<file path="src/rtl/sys_pkg_math.sv">
// Shared FSM state type and configuration legality check for the sys_div_* datapaths.
package sys_pkg_math;

  typedef enum logic [1:0] {
    StIdle,
    StCalc,
    StRound,
    StDone
  } sys_div_state_e;

  function automatic bit steps_legal(int unsigned width, int unsigned steps);
    return (steps == 1 || steps == 2 || steps == 4) && (width % steps == 0) &&
           (width >= 2) && (width <= 64);
  endfunction

endpackage

</file>
<file path="src/rtl/sys_pkg_type.sv">
// Shared operand and flag types for the sys_* arithmetic blocks.
package sys_pkg_type;

  localparam int unsigned SysMaxWidth = 64;

  typedef logic [SysMaxWidth-1:0] sys_word_t;
  typedef logic                   sys_flag_t;

endpackage

</file>
<file path="src/rtl/sys_div_step.sv">
// One restoring-division step: shift in the next dividend bit, trial-subtract, emit quotient bit.
module sys_div_step #(
  parameter int unsigned WIDTH = 32
) (
  input  logic [WIDTH-1:0] rem_i,
  input  logic [WIDTH-1:0] quot_i,
  input  logic [WIDTH-1:0] divisor_i,
  output logic [WIDTH-1:0] rem_o,
  output logic [WIDTH-1:0] quot_o
);

  logic [WIDTH:0] shifted;
  logic           fits;

  // The shifted remainder needs WIDTH+1 bits; the difference always fits back in WIDTH.
  always_comb begin
    shifted = {rem_i, quot_i[WIDTH-1]};
    fits    = shifted >= {1'b0, divisor_i};
    rem_o   = fits ? (shifted[WIDTH-1:0] - divisor_i) : shifted[WIDTH-1:0];
    quot_o  = {quot_i[WIDTH-2:0], fits};
  end

endmodule

</file>
<file path="src/rtl/sys_div_round.sv">
// Iterative unsigned divider, STEPS quotient bits per cycle, valid/ready on both sides.
// Define SYS_DIV_ROUND_EN to add a one-cycle round-half-up stage on the quotient.
module sys_div_round
  import sys_pkg_math::*;
  import sys_pkg_type::*;
#(
  parameter int unsigned WIDTH = 32,
  parameter int unsigned STEPS = 1
) (
  input  logic             clk,
  input  logic             rst_n,
  input  logic             s_valid,
  output logic             s_ready,
  input  logic [WIDTH-1:0] s_dividend,
  input  logic [WIDTH-1:0] s_divisor,
  output logic             m_valid,
  input  logic             m_ready,
  output logic [WIDTH-1:0] m_quot,
  output logic [WIDTH-1:0] m_rem,
  output logic             m_dz
);

  localparam int unsigned Iters = WIDTH / STEPS;
  localparam int unsigned CntW  = $clog2(Iters + 1);

  if (!steps_legal(WIDTH, STEPS)) begin : gen_cfg_check
    $error("sys_div_round: illegal WIDTH/STEPS combination");
  end

  sys_div_state_e   state_q, state_d;
  logic [CntW-1:0]  cnt_q, cnt_d;
  logic [WIDTH-1:0] rem_q, rem_d;
  logic [WIDTH-1:0] quot_q, quot_d;
  logic [WIDTH-1:0] divisor_q, divisor_d;
  sys_flag_t        dz_q, dz_d;

  // quot_q doubles as the dividend shift register while calculating.
  logic [WIDTH-1:0] rem_chain  [STEPS+1];
  logic [WIDTH-1:0] quot_chain [STEPS+1];

  assign rem_chain[0]  = rem_q;
  assign quot_chain[0] = quot_q;

  for (genvar i = 0; i < STEPS; i++) begin : gen_step
    sys_div_step #(
      .WIDTH(WIDTH)
    ) u_step (
      .rem_i    (rem_chain[i]),
      .quot_i   (quot_chain[i]),
      .divisor_i(divisor_q),
      .rem_o    (rem_chain[i+1]),
      .quot_o   (quot_chain[i+1])
    );
  end

`ifdef SYS_DIV_ROUND_EN
  logic round_up;
  assign round_up = {rem_q, 1'b0} >= {1'b0, divisor_q};
`endif

  always_comb begin
    state_d   = state_q;
    cnt_d     = cnt_q;
    rem_d     = rem_q;
    quot_d    = quot_q;
    divisor_d = divisor_q;
    dz_d      = dz_q;
    unique case (state_q)
      StIdle: begin
        if (s_valid) begin
          if (s_divisor == '0) begin
            quot_d  = '1;
            rem_d   = s_dividend;
            dz_d    = 1'b1;
            state_d = StDone;
          end else begin
            quot_d    = s_dividend;
            rem_d     = '0;
            divisor_d = s_divisor;
            dz_d      = 1'b0;
            cnt_d     = CntW'(Iters);
            state_d   = StCalc;
          end
        end
      end
      StCalc: begin
        rem_d  = rem_chain[STEPS];
        quot_d = quot_chain[STEPS];
        cnt_d  = cnt_q - CntW'(1);
        if (cnt_q == CntW'(1)) begin
`ifdef SYS_DIV_ROUND_EN
          state_d = StRound;
`else
          state_d = StDone;
`endif
        end
      end
`ifdef SYS_DIV_ROUND_EN
      StRound: begin
        // Divisor 1 always leaves rem 0, so the increment cannot wrap.
        quot_d  = quot_q + WIDTH'(round_up);
        state_d = StDone;
      end
`endif
      StDone: begin
        if (m_ready) begin
          state_d = StIdle;
        end
      end
      default: state_d = StIdle;
    endcase
  end

  always_ff @(posedge clk or negedge rst_n) begin
    if (!rst_n) begin
      state_q   <= StIdle;
      cnt_q     <= '0;
      rem_q     <= '0;
      quot_q    <= '0;
      divisor_q <= '0;
      dz_q      <= 1'b0;
    end else begin
      state_q   <= state_d;
      cnt_q     <= cnt_d;
      rem_q     <= rem_d;
      quot_q    <= quot_d;
      divisor_q <= divisor_d;
      dz_q      <= dz_d;
    end
  end

  assign s_ready = (state_q == StIdle);
  assign m_valid = (state_q == StDone);
  assign m_quot  = quot_q;
  assign m_rem   = rem_q;
  assign m_dz    = dz_q;

endmodule
</file>
<file path="config.mk">
export PLATFORM = sky130hd
export DESIGN_NAME = sys_div_round
export DESIGN_NICKNAME = d
export VERILOG_FILES = /design/src/rtl/sys_pkg_math.sv /design/src/rtl/sys_pkg_type.sv /design/src/rtl/sys_div_step.sv /design/src/rtl/sys_div_round.sv
export SDC_FILE = /design/constraint.sdc
export NUM_CORES = 1
export LEC_CHECK = 0
export CORE_MARGIN = 1.5
export CORE_UTILIZATION = 40
export DETAILED_ROUTE_END_ITERATION = 10
export HOLD_SLACK_MARGIN = 0.12
export PLACE_DENSITY_LB_ADDON = 0.12
export SETUP_SLACK_MARGIN = 0.15
export SLEW_MARGIN = 10
export SYNTH_ARGS = -nofsm -noshare
export SYNTH_HDL_FRONTEND = slang
export SYNTH_SLANG_ARGS = --single-unit
</file>
<file path="constraint.sdc">
create_clock -name clk -period 3.6 [get_ports clk]
set_input_delay 0.36 -clock clk [delete_from_list [all_inputs] [get_ports clk]]
set_output_delay 0.36 -clock clk [all_outputs]
set_load 0.03 [all_outputs]
</file>
==> results of run 1 <==
==> flip-flops by register name, indices dropped and copies added (netlist names) <==
register	count
divisor_q	32
m_quot	32
m_rem	32
cnt_q	6
state_q	2
m_dz	1
==> per-stage QoR <==
stage,area (um^2),utilization
finish,8800,0.525
global route,8800,0.525
CTS,8790,0.525
detailed placement,8470,0.505
global placement,8470,0.505
floorplan,6940,-
==> worst reg2reg max path: stages (launching register included) <==
cell and delay (ns):
dfrtp_1 0.41, inv_1 0.08, ha_1 0.16, inv_1 0.05
fa_1 0.39, a21o_1 0.23, a311o_1 0.41, and2_1 0.21
a221o_1 0.37, a21oi_1 0.22, xnor2_1 0.16, o21ai_1 0.08
a221oi_1 0.24, nor2_1 0.07
==> cells by family (layout without fill, tap and decap cells) <==
logic type | after synthesis | count (layout) | share of synthesized area
compound gates | 247 | 247 | 0.233
xor+xnor | 29 | 29 | 0.0366
fa+ha+maj | 35 | 35 | 0.0642
buf+inv | 101 | 212 | 0.0613
flops | 105 | 105 | 0.378
mux | 16 | 16 | 0.0232
simple gates | 324 | 324 | 0.203
==> cell usage after synthesis, drive strengths merged (15+ instances only) <==
cell / count
nor2: 108
xor2: 17
a21oi: 54
o21ai: 79
o31ai: 37
clkbuf: 38
nor3: 42
mux2i: 15
nand2: 125
a21o: 17
ha: 34
dfrtp: 105
inv: 44
buf: 19
==> per-layer routing <==
layer	global-route usage	vias to the layer above	part of all wire
met5	0	-	0
met4	0.0615	0	0.020
met2	0.410	156	0.49
li1	-	3237	-
met1	0.317	3200	0.45
met3	0.0458	21	0.045
==> final timing paths <==
path	startpoint	endpoint	depth (start not counted)
max	m_quot[31]	m_rem[18]	13
min	divisor_q[0]	divisor_q[0]	2
max reg2reg	m_quot[31]	m_rem[18]	13
min reg2reg	divisor_q[0]	divisor_q[0]	2
max in group asynchronous	rst_n	divisor_q[6]	3
min in group asynchronous	rst_n	m_quot[26]	2
==> layout make-up <==
type	instances	area, um^2	area share
Multi-Input combinational cell	651	3930	0.446
Sequential cell	105	2630	0.299
Timing Repair Buffer	152	1490	0.169
Tap cell	220	275	0.0313
Clock buffer	10	239	0.0272
Inverter	44	165	0.0188
Clock inverter	6	73.8	0.00839
==> cells in the final DEF (no fill, tap or decap), drive strengths merged, types with 2 or more instances in the layout <==
cell / netlist / layout
o31ai: 37 / 37
o21a: 2 / 2
o21bai: 4 / 4
a2111oi: 2 / 2
nand2b: 6 / 6
nand4: 14 / 14
buf: 19 / 18
nor4: 9 / 9
and3: 2 / 2
xor2: 17 / 17
inv: 44 / 47
o22ai: 2 / 2
o21ai: 79 / 79
and2: 4 / 4
o211ai: 4 / 4
a221o: 2 / 2
nand2: 125 / 125
nor3: 42 / 42
a21oi: 54 / 54
xnor2: 12 / 12
a211oi: 10 / 10
ha: 34 / 34
clkbuf: 38 / 10
a21o: 17 / 17
nor2: 108 / 108
a31oi: 8 / 8
mux2i: 15 / 15
a221oi: 14 / 14
dfrtp: 105 / 105
nand3: 7 / 7
clkdlybuf4s50: 0 / 133
==> timing repair <==
item	CTS	global route
hold endpoints to repair	38	0
gates resized for setup	0	1
endpoints found under the setup margin	0	1
hold buffers	1	0
==> results.py, run 1 <==
metrics = {
    "yosys": {
        "synth_ff_type": "dfrtp_1",
        "synth_area_leader_cell": "dfrtp_1",
        "synth-edff-count": 0,
        "avgSynthCellArea_um2": 8.10,
        "synthArstFlopShare": 1.00,
        "synth_top_area_frac": 0.378,
        "ys_seq_area_frac": 0.378,
        "synth.distinct_cells": 63,
        "postSynthCellCount": 857,
        "ys_ff_latch": 105,
        "yosys_warnings": 0,
        "synth_top_cells_by_area": "dfrtp_1 38%, nand2_1 6.6%, ha_1 6.1%",
        "syn-num-nets": 960,
        "synth.cell_area_um2": 6940,
    },
    "layout": {
        "final-instance-count-excl-fill": 1188,
        "drive_gt1_frac": 0.0589,
        "area_growth_pct": 26.7,
        "fillers": 1633,
        "fin_nets": 1066,
        "antenna_cells": 0,
    },
    "clock_network": {
        "ctsLongestPathBuffers": 2,
        "htreeDepth": 3,
        "clk_pin_slew_worst_paths_ns": 0.08,
        "post_cts_buffers": 0,
        "numCtsBuffers": 9,
        "cts_tree": "done",
        "insertion_delay_ns": 0.37,
        "clkSinkCount": 105,
        "cts-root-buf": "clkbuf_16",
    },
    "sta": {
        "grt_setup_unrepaired": "false",
        "finalSetupViolations": 0,
        "worst_pin_slew_ns": 1.17,
        "hold_viol": 0,
        "maxSlewViolCount": 0,
        "fin_tns_setup_ns": 0,
        "worst_hold_slack_ns": 0.491,
        "setup_slack_ns": 0.410,
        "skew_ns": 0.0118,
        "max_freq_ghz": 0.313,
        "slew_headroom": 0.220,
        "period_share": 0.886,
        "period_needed_ns": 3.19,
    },
    "setup_path": {
        "critPathMaxFanout": 3,
        "worstPathRequired_ns": 3.85,
        "worstSetupEndpointType": "flop",
        "critical_path_class": "flop to flop",
        "ff2ff_setup_slack_ns": 0.41,
        "cp_slowest_cell": "dfrtp_1",
        "crit_path_cell_trace": "inv_1, ha_1, inv_1, fa_1, a21o_1, a311o_1, and2_1, a221o_1, a21oi_1, xnor2_1, o21ai_1, a221oi_1, nor2_1",
        "cp.arrival_ns": 3.44,
        "cpMostUsedCell": "inv_1",
        "worstPathBufferInverterCount": 2,
        "slowest_delay_ns": 0.41,
        "critPathTopFamily": "compound AO/OA/AOI/OAI gates",
        "startpoint_type": "flop",
    },
    "placed_design": {
        "dpl.hpwl_um": 16200,
        "pre_cts_ws_ns": 0.397,
        "dp_cells": 1171,
        "port_buffers": 134,
        "finalWeightedCongestion": 0.897,
    },
    "global_routing": {
        "grt_overflow": 0,
        "grt_usage": 0.242,
        "first_global_vias": 6269,
        "grt_pass1_wl_um": 34300,
        "grt_max_degree": 67,
        "antenna_found_initial": 0,
    },
    "status": {
        "outcome": "complete, no violations",
    },
    "min_path": {
        "hold_path_class": "flop to flop",
    },
    "detailed_routing": {
        "firstDrtPassIters": 5,
        "routedWlPerCell_um": 18.1,
        "via_per_inst": 5.57,
        "antenna_left": 0,
        "num_vias": 6614,
        "routed_wl_um": 21500,
        "drc": 0,
        "drt_iter0_drc": 406,
    },
    "floorplanning": {
        "boundaryPins": 135,
        "start_util": 0.414,
        "core-area_um2": 16800,
        "die_w_um": 135,
        "dieArea_um2": 18200,
        "die_y_um": 135,
        "row_count": 47,
    },
    "job": {
        "drv_cap": 0,
    },
}
Power of run 1 is not shown: default switching activity piles up to over one toggle a cycle in this logic, so the estimate is an artifact.
==> run 2, diff against run 1 <==
Settings changed: CAP_MARGIN from default to 0.
==> results of run 2 <==
Final layout, timing and power as in run 1 (identical DEF).
Power of run 2 is left out for the same reason.
